## src/rtl/f_pc_unit.sv

```systemverilog
// Fetch-stage PC register: next-PC selection, exception/eret redirect and a
// circular return-address stack that cross-checks every jr $ra.
module f_pc_unit #(
  parameter logic [31:0] RESET_PC   = 32'h0000_3000,
  parameter logic [31:0] EXC_VECTOR = 32'h0000_4180,
  parameter int          RAS_DEPTH  = 4
) (
  input  logic        clk,
  input  logic        reset,
  input  logic        stall,
  input  logic [2:0]  D_NPCop,
  input  logic [31:0] D_PC,
  input  logic [15:0] D_imm16,
  input  logic [25:0] D_imm26,
  input  logic        D_cmp,
  input  logic [31:0] D_reg_data,
  input  logic        D_rs_is_ra,
  input  logic        exc_req,
  input  logic        eret_req,
  input  logic [31:0] epc,
  output logic [31:0] F_PC,
  output logic [31:0] ras_top,
  output logic        ras_empty,
  output logic        ras_full,
  output logic        ras_mispredict
);

  localparam int PW = $clog2(RAS_DEPTH);
  localparam int CW = $clog2(RAS_DEPTH + 1);
  localparam logic [CW-1:0] CNT_MAX = CW'(RAS_DEPTH);

  logic [31:0]   ras_mem [RAS_DEPTH];
  logic [PW-1:0] ras_ptr;
  logic [CW-1:0] ras_cnt;
  logic [PW-1:0] top_idx;
  logic [31:0]   npc;
  logic          op_ok;
  logic          push_en;
  logic          pop_en;

  always_comb begin
    npc = F_PC + 32'd4;
    case (D_NPCop)
      3'd1:    if (D_cmp) npc = D_PC + 32'd4 + {{14{D_imm16[15]}}, D_imm16, 2'b00};
      3'd2,
      3'd3:    npc = {D_PC[31:28], D_imm26, 2'b00};
      3'd4,
      3'd5:    npc = D_reg_data;
      default: npc = F_PC + 32'd4;
    endcase
  end

  // Stack traffic only happens when the D-stage instruction actually retires
  // its control transfer: no stall and no exception/eret redirect.
  assign op_ok   = !stall && !exc_req && !eret_req;
  assign push_en = op_ok && (D_NPCop == 3'd3 || D_NPCop == 3'd5);
  assign pop_en  = op_ok && (D_NPCop == 3'd4) && D_rs_is_ra;

  assign ras_empty = (ras_cnt == '0);
  assign ras_full  = (ras_cnt == CNT_MAX);
  assign top_idx   = ras_ptr - PW'(1);
  assign ras_top   = ras_empty ? 32'd0 : ras_mem[top_idx];

  always_ff @(posedge clk) begin
    if (reset) begin
      F_PC           <= RESET_PC;
      ras_ptr        <= '0;
      ras_cnt        <= '0;
      ras_mispredict <= 1'b0;
    end else begin
      if (exc_req)       F_PC <= EXC_VECTOR;
      else if (eret_req) F_PC <= epc;
      else if (!stall)   F_PC <= npc;

      ras_mispredict <= pop_en && (ras_empty || (D_reg_data != ras_top));

      // A push onto a full stack silently overwrites the oldest entry.
      if (push_en) begin
        ras_ptr <= ras_ptr + PW'(1);
        if (!ras_full) ras_cnt <= ras_cnt + CW'(1);
      end else if (pop_en && !ras_empty) begin
        ras_ptr <= ras_ptr - PW'(1);
        ras_cnt <= ras_cnt - CW'(1);
      end
    end
  end

  always_ff @(posedge clk) begin
    if (!reset && push_en) ras_mem[ras_ptr] <= D_PC + 32'd8;
  end

endmodule

```

## config.mk

```make
export PLATFORM = sky130hd
export DESIGN_NAME = f_pc_unit
export DESIGN_NICKNAME = d
export VERILOG_FILES = /design/src/rtl/f_pc_unit.sv
export SDC_FILE = /design/constraint.sdc
export NUM_CORES = 1
export LEC_CHECK = 0
export CORE_MARGIN = 4
export CORE_UTILIZATION = 57
export DETAILED_ROUTE_END_ITERATION = 6
export HOLD_SLACK_MARGIN = 0.15
export PLACE_DENSITY = 0.95
export SYNTH_ARGS = -nofsm -noshare
export SYNTH_HDL_FRONTEND = slang
export SYNTH_SLANG_ARGS = --single-unit
export TNS_END_PERCENT = 50
```

## constraint.sdc

```tcl
create_clock -name clk -period 7 [get_ports clk]
set_input_delay 1.05 -clock clk [delete_from_list [all_inputs] [get_ports clk]]
set_output_delay 1.05 -clock clk [all_outputs]
set_load 0.05 [all_outputs]
```

==> results of run 1 <==
## critical path, stage by stage (launching register included)
cell and delay, ps:
dfxtp_1 390, inv_1 80, ha_2 950, mux4_2 350
inv_1 60, nor2_1 220, clkdlybuf4s50_1 860
## through the flow
step           utilization  total power [uW]  setup slack [ps]
4_1_cts             0.7473              2715              2623
2_1_floorplan            -              1473              3295
6_report            0.7473              2737              2598
3_5_place_dp        0.7134              1722              2340
3_3_place_gp        0.7134              1710              2451
5_1_grt             0.7473              2808              2484
## synth_stat cells (all sizes together) (3+ instances only)
master	count
ha	65
a21o	15
a31oi	10
o221ai	8
o31ai	7
nand3	39
clkbuf	41
and2	35
and4	4
nor2	67
nand4	15
mux4	32
nor4	5
nand2b	3
inv	24
xor2	40
a221oi	8
o22ai	14
o211ai	9
a21oi	69
edfxtp	128
or2	3
o21ai	36
a22oi	15
a21boi	3
and3	30
o21bai	4
a211oi	9
nor3	13
buf	8
nand2	68
a2111oi	3
a222oi	10
xnor2	70
mux2i	6
dfxtp	38
nor2b	4
nor4bb	3
a22o	4
o32ai	5
## cells in the final DEF, fill, tap and decap left out, drive strengths merged, types with 6 or more instances in the layout
master	instances
clkbuf	18
ha	65
nand4	15
a211oi	9
nand2	68
nand3	39
xnor2	70
a21oi	69
dfxtp	38
and3	30
inv	31
o211ai	9
a31oi	10
a221oi	8
a222oi	10
o31ai	7
mux4	32
and2	35
mux2i	6
o22ai	14
o21ai	36
a21o	15
a22oi	15
edfxtp	128
nor2	67
clkdlybuf4s50	214
buf	7
nor3	13
o221ai	8
xor2	40
## flip-flops by register name (all words and copies together) (netlist names), named ones only
signal and count:
ras_mem 128, F_PC 30, ras_cnt 3, ras_ptr 2, ras_mispredict 1
## routing by layer
metal,share of wire,up-vias,routed length [um]
met2,0.46,731,16860
met1,0.37,4676,13450
met3,0.12,135,4438
met4,0.046,2,1689
li1,-,4198,-
met5,0.00036,-,13
## kinds of logic after synthesis
logic type      synth area share
flops                     0.4295
simple gates              0.1378
fa+ha+maj                0.07959
compound gates            0.1596
xor+xnor                 0.09056
buf+inv                  0.02906
mux                      0.07387
## cell type report
| cell class | instances | area [um^2] | share of cell area |
|---|---|---|---|
| clock buffer | 18 | 429.2 | 0.03154 |
| clock inverter | 14 | 188.9 | 0.01388 |
| timing repair buffer | 221 | 2195 | 0.1613 |
| tap | 229 | 286.5 | 0.02106 |
| sequential | 166 | 4606 | 0.3385 |
| multi-input combinational | 755 | 5813 | 0.4272 |
| inverter | 24 | 90.09 | 0.006620 |
## final timing paths
check / start / to / cells past startpoint
setup / recovery: ras_ptr[1]$_SDFFE_PP0P_ / ras_top[31] / 6
hold / removal: ras_cnt[2]$_SDFFE_PP0P_ / ras_cnt[2]$_SDFFE_PP0P_ / 2
setup reg to reg: ras_ptr[1]$_SDFFE_PP0P_ / ras_mispredict$_SDFF_PP0_ / 10
hold reg to reg: ras_cnt[2]$_SDFFE_PP0P_ / ras_cnt[2]$_SDFFE_PP0P_ / 2
## report_power, final
group	internal [uW]	leakage, uW	total [uW]	switching [uW]
logic	260	0.00313	635	375
registers	1070	0.00146	1090	17.2
clock network	574	0.000302	1010	438
total	1910	0.00489	2740	831
==> results_tabular.tex, run 1 <==
\begin{tabular}{lr}
\hline
Metric & Value \\
\hline
\multicolumn{2}{l}{\textbf{Logic synthesis}} \\
Primary flip-flop cell chosen by synthesis mapping & edfxtp\_1 \\
Number of instances in the synthesized netlist & 994 \\
Dominant cells by area after synthesis & edfxtp\_1 36\%, ha\_1 7.6\%, dfxtp\_1 7.1\% \\
EDFF count, synth & 128 \\
Number of warnings reported in the yosys synthesis log & 0 \\
Library cells used by synthesis & 78 \\
Number of storage elements in the synthesis netlist & 166 \\
Synthesized netlist net count & 1209 \\
Summed instance area of the synthesized netlist & 0.01072 mm\^{}2 \\
Sequential share of the synthesized area & 0.4295 \\
Most area-hungry cell type in the Yosys netlist & edfxtp\_1 \\
Fraction of synthesized cell area taken by the top area cell type & 0.3585 \\
Mean instance size in the synthesized netlist & 10.79 um\^{}2 \\
Share of synthesized registers carrying an async set or reset & 0 \\
\multicolumn{2}{l}{\textbf{Routing}} \\
First drt pass iteration count & 7 \\
1st-iter DRT viols & 1386 \\
Average via count per standard cell & 6.827 \\
Vias post-DR & 9742 \\
Routed Antenna Nets & 0 \\
Drt wl/cell & 25.54 um \\
Residual DRC count & 0 \\
Total Wirelength & 36450 um \\
\multicolumn{2}{l}{\textbf{Placed design}} \\
Total placed instance area & 0.01299 mm\^{}2 \\
Placed insts & 1395 \\
Final weighted congestion in routability-driven placement & 0.9892 \\
Dpl hpwl & 26790 um \\
PortBufs & 214 \\
\multicolumn{2}{l}{\textbf{Global route}} \\
Overall overflow remaining after global route & 0 \\
GRT Total Usage & 0.3374 \\
M2 GR Usage & 0.5378 \\
Initial antenna violation count & 1 \\
Via count of the first global-routing pass & 9548 \\
GR Layer Usage met1 & 0.4310 \\
Global-route wire length before repair & 55530 um \\
Global-route layer with the greatest usage & met2 \\
Pin count of the biggest net entering global routing & 45 \\
Global-route met3 utilization & 0.1007 \\
\multicolumn{2}{l}{\textbf{Floorplanning}} \\
Die outline area & 0.02107 mm\^{}2 \\
Area of the core region & 0.01821 mm\^{}2 \\
Number of rows created at floorplan & 49 \\
Number of primary I/O pins & 215 \\
Die outline width & 145.2 um \\
Die Y-Extent & 145.2 um \\
Effective utilization at floorplan & 0.5888 \\
\multicolumn{2}{l}{\textbf{Power and ir drop}} \\
Leakage power & 0.004895 uW \\
Max rail drop VDD & 0.1842 mV \\
Power density over cell area & 201.1 mW/mm\^{}2 \\
\multicolumn{2}{l}{\textbf{Worst setup path}} \\
Critical Path Fanout Max & 34 \\
CP endpoint kind & output port \\
Critical Path RT & 5950 ps \\
Critical path launch point type & flop \\
Flop2flop setup slack & 3340 ps \\
Worst path arrival time & 3350 ps \\
Worst Setup Path Type & flop to output port \\
\multicolumn{2}{l}{\textbf{Timing}} \\
Min cycle time layout & 4402 ps \\
Post-route worst hold slack & 551.1 ps \\
Share of the cycle needed by the critical path after routing & 0.6289 \\
Achievable frequency & 227.2 MHz \\
Final slew viol count & 0 \\
Number of endpoints failing setup at the final stage & 0 \\
Clock Skew & 12.57 ps \\
Worst slew margin & 0.1772 \\
RSZ-0062 raised after global routing & no \\
Number of endpoints with negative hold slack in the final report & 0 \\
Actual slew at the worst max-slew pin & 1232 ps \\
Total negative slack for setup checks & 0 ps \\
\multicolumn{2}{l}{\textbf{Layout}} \\
P\&R area growth vs syn & 26.92\% \\
Number of nets at the end of the flow & 1400 \\
Post-Layout Cell Count & 1427 \\
Filler instances & 1174 \\
Fraction of layout instances using a drive strength above 1 & 0.07513 \\
Final design instance area without fill & 0.01361 mm\^{}2 \\
Count of inserted antenna diode cells & 0 \\
\multicolumn{2}{l}{\textbf{CTS}} \\
Number of H-tree branching levels & 4 \\
Buffers from clock root to sink, at most & 2 \\
CTS tree & built \\
Clock transition at the registers of the reported paths & 70 ps \\
Cell at the root of the clock tree & clkbuf\_16 \\
Quantity of hold-fixing buffers added after cts & 0 \\
CTS Sinks & 166 \\
Gates resized, CTS repair & 0 \\
Clock Latency Late Sink & 440 ps \\
Post-CTS Setup Inserts & 0 \\
Number of CTS-inserted buffers & 17 \\
\multicolumn{2}{l}{\textbf{Outcome}} \\
Outcome & completed \\
\multicolumn{2}{l}{\textbf{Worst hold path}} \\
Worst min path class & flop to flop \\
\multicolumn{2}{l}{\textbf{Flow run}} \\
Max capacitance violation total & 0 \\
\hline
\end{tabular}
No activity file was read; power rests on OpenSTA's default activity.
==> run 2, diff against run 1 <==
Settings changed: CORE_UTILIZATION 57 to 48, PLACE_DENSITY 0.95 to 0.88.
Clock period 7 ns to 4 ns, I/O delays scaled along.
==> results_tabular.tex, run 2 (synthesized netlist as in run 1, its figures left out) <==
\begin{tabular}{lr}
\hline
Metric & Value \\
\hline
\multicolumn{2}{l}{\textbf{Timing}} \\
Share of the cycle needed by the critical path after routing & 0.9082 \\
Number of endpoints with negative hold slack in the final report & 0 (unchanged) \\
Number of endpoints failing setup at the final stage & 0 (unchanged) \\
Final slew viol count & 0 (unchanged) \\
RSZ-0062 raised after global routing & no \\
Achievable frequency & 275.3 MHz \\
Clock Skew & 7.104 ps (-5.463 ps) \\
Actual slew at the worst max-slew pin & 746.7 ps (-484.9 ps) \\
PnR worst setup slack & 367.0 ps (-2231 ps) \\
Total negative slack for setup checks & 0 ps (unchanged) \\
Min cycle time layout & 3633 ps \\
Worst slew margin & 0.4969 (+0.3197) \\
\multicolumn{2}{l}{\textbf{Worst setup path}} \\
R2R depth & 11 (+1) \\
Worst Setup Path Type & input port to flop \\
Biggest cell delay along the critical path & 450 ps (-500 ps) \\
Reg2reg start & ras\_ptr[1]\$\_SDFFE\_PP0P\_ \\
Endpoint of the most critical register-to-register path & ras\_mispredict\$\_SDFF\_PP0\_ \\
CP delay by family, top & compound AO/OA/AOI/OAI gates \\
Critical Path RT & 4310 ps (-1640 ps) \\
Ordered list of cells on the worst path & clkdlybuf4s50\_1, ha\_1, ha\_1, fa\_1, a21oi\_1, o21ai\_1, a21oi\_1, o31ai\_2, a41o\_1, a311o\_1, xor2\_1, a221oi\_1, a211oi\_2 \\
Worst path arrival time & 3950 ps (+600 ps) \\
Critical path launch point type & input port \\
Slowest-stage cell, CP & clkdlybuf4s50\_1 \\
Count of buffer and inverter cells on the critical path & 1 (-2) \\
Critical Path Fanout Max & 3 (-91\%) \\
CP endpoint kind & flop \\
Flop2flop setup slack & 680 ps (-2660 ps) \\
\multicolumn{2}{l}{\textbf{Power and ir drop}} \\
Leakage power & 0.005104 uW (+4.3\%) \\
Max rail drop VDD & 0.2860 mV (+55\%) \\
Power density over cell area & 334.0 mW/mm\^{}2 (+66\%) \\
\multicolumn{2}{l}{\textbf{Global route}} \\
Initial antenna violation count & 0 (-1) \\
Overall overflow remaining after global route & 0 (unchanged) \\
GRT Total Usage & 0.2948 (-0.04262) \\
Pin count of the biggest net entering global routing & 43 (-4.4\%) \\
Via count of the first global-routing pass & 9401 (-1.5\%) \\
Global-route wire length before repair & 54880 um (-1.2\%) \\
\multicolumn{2}{l}{\textbf{Layout}} \\
Most frequent standard cell in the layout excluding fill and tap cells & clkdlybuf4s50\_1 \\
Count of inserted antenna diode cells & 0 (unchanged) \\
Fraction of layout instances using a drive strength above 1 & 0.1217 (+0.04653) \\
P\&R area growth vs syn & 29.16\% \\
Final core utilization & 0.6326 (-0.1147) \\
Commonest cells after routing, fill and taps aside & 185 x clkdlybuf4s50\_1, 128 x edfxtp\_1, 70 x xnor2\_1 \\
Filler instances & 1756 (+50\%) \\
Largest registers & ras\_mem (128), F\_PC (30), ras\_cnt (3) \\
Number of nets at the end of the flow & 1435 (+2.5\%) \\
Register with the most flip-flops & ras\_mem \\
Post-Layout Cell Count & 1513 (+6.0\%) \\
Flip-flop count of the largest register after layout & 128 (unchanged) \\
\multicolumn{2}{l}{\textbf{Routing}} \\
Average via count per standard cell & 6.365 (-6.8\%) \\
First drt pass iteration count & 6 (-1) \\
Total Wirelength & 37020 um (+1.6\%) \\
Residual DRC count & 0 (unchanged) \\
Routed Antenna Nets & 0 (unchanged) \\
Drt wl/cell & 24.47 um (-4.2\%) \\
Vias post-DR & 9630 (-1.1\%) \\
1st-iter DRT viols & 1062 (-23\%) \\
\multicolumn{2}{l}{\textbf{CTS}} \\
Gates resized, CTS repair & 0 (unchanged) \\
Post-CTS Setup Inserts & 0 (unchanged) \\
CTS tree & built \\
Number of H-tree branching levels & 4 (unchanged) \\
Quantity of hold-fixing buffers added after cts & 0 (unchanged) \\
Number of CTS-inserted buffers & 17 (unchanged) \\
Cell at the root of the clock tree & clkbuf\_16 \\
CTS Sinks & 166 (unchanged) \\
Buffers from clock root to sink, at most & 2 (unchanged) \\
Clock transition at the registers of the reported paths & 70 ps (about the same) \\
Clock Latency Late Sink & 440 ps (about the same) \\
\multicolumn{2}{l}{\textbf{Placed design}} \\
PortBufs & 214 (unchanged) \\
Placed insts & 1481 (+6.2\%) \\
Dpl hpwl & 28440 um (+6.2\%) \\
Final weighted congestion in routability-driven placement & 0.9621 (-2.7\%) \\
Setup slack after placement & -30.41 ps (-2370 ps) \\
\multicolumn{2}{l}{\textbf{Worst hold path}} \\
Terminating pin of the worst hold path & ras\_cnt[2]\$\_SDFFE\_PP0P\_ \\
Hold path startpoint & ras\_cnt[2]\$\_SDFFE\_PP0P\_ \\
Worst min path class & flop to flop \\
Hold path cells & 2 (unchanged) \\
\multicolumn{2}{l}{\textbf{Floorplanning}} \\
Die outline area & 0.02479 mm\^{}2 (+18\%) \\
Die outline width & 157.5 um (+8.5\%) \\
Die Y-Extent & 157.5 um (+8.5\%) \\
Number of primary I/O pins & 215 (unchanged) \\
Effective utilization at floorplan & 0.4898 (-0.09904) \\
Area of the core region & 0.02189 mm\^{}2 (+20\%) \\
Number of rows created at floorplan & 54 (+10\%) \\
\multicolumn{2}{l}{\textbf{Outcome}} \\
Outcome & completed \\
\multicolumn{2}{l}{\textbf{Flow run}} \\
Max capacitance violation total & 0 (unchanged) \\
\hline
\end{tabular}
-- run 2: cell count changes in the layout (fill, tap and decap cells not counted), moves of 2 or more --
cell,change
and2_1,+4
clkinvlp_4,+2
clkdlybuf4s50_1,-29
buf_4,+60
bufinv_16,-3
and2_2,-4
buf_12,+4
inv_6,+3
-- run 2: how the worst max path moves through the flow --
stage | startpoint | endpoint | slack (ps) | depth (start not counted)
after global routing | D_PC[2] | F_PC[29]$_SDFFE_PP0P_ | 200 | 15
final | D_PC[3] | F_PC[29]$_SDFFE_PP0P_ | 370 | 13
after CTS | ras_ptr[1]$_SDFFE_PP0P_ | ras_top[2] | 410 | 6
after global placement | D_PC[3] | F_PC[29]$_SDFFE_PP0P_ | 60 | 13
after floorplan | ras_ptr[0]$_SDFFE_PP0P_ | ras_mispredict$_SDFF_PP0_ | 640 | 13
after detailed placement | D_PC[3] | F_PC[29]$_SDFFE_PP0P_ | -30 | 13
-- run 2: power breakdown --
group,internal [uW],switching (uW),leakage (uW),total [uW]
sequential,1880,30.2,0.00146,1910
combinational,472,657,0.00337,1130
clock,821,769,0.000269,1590
-- run 2: metal layers --
layer / global-route usage / wire length [um] / vias to the layer above
met5: 0 / 0 / -
li1: - / - / 4273
met1: 0.3914 / 14230 / 4656
met3: 0.07011 / 4156 / 76
met2: 0.4777 / 17370 / 625
met4: 0.09914 / 1257 / 0
-- run 2: per-stage QoR --
step                      total power, uW  hold WS, ps  area (um^2)
after floorplan                      2577        486.7        10720
after global placement               3036        511.2        13290
after detailed placement             3048        540.9        13290
after CTS                            4612        562.1        13850
after global routing                 4779        586.8        13850
final                                4625        563.2        13850
-- run 2: tightest hold or removal path: cells and delay by family (launching register included) --
| family | cells | cell delay, ps |
|---|---|---|
| xor+xnor | 1 | 90 |
| simple gates | 1 | 80 |
| flops | 1 | 360 |
-- run 2: final cells by class --
cell class,instances,area [um^2],area share
clock buffer,17,425.4,0.03072
clock inverter,15,136.4,0.009848
inverter,24,90.09,0.006505
multi-input combinational,755,5806,0.4192
sequential,166,4606,0.3326
tap,280,350.3,0.02530
timing repair buffer,256,2435,0.1758
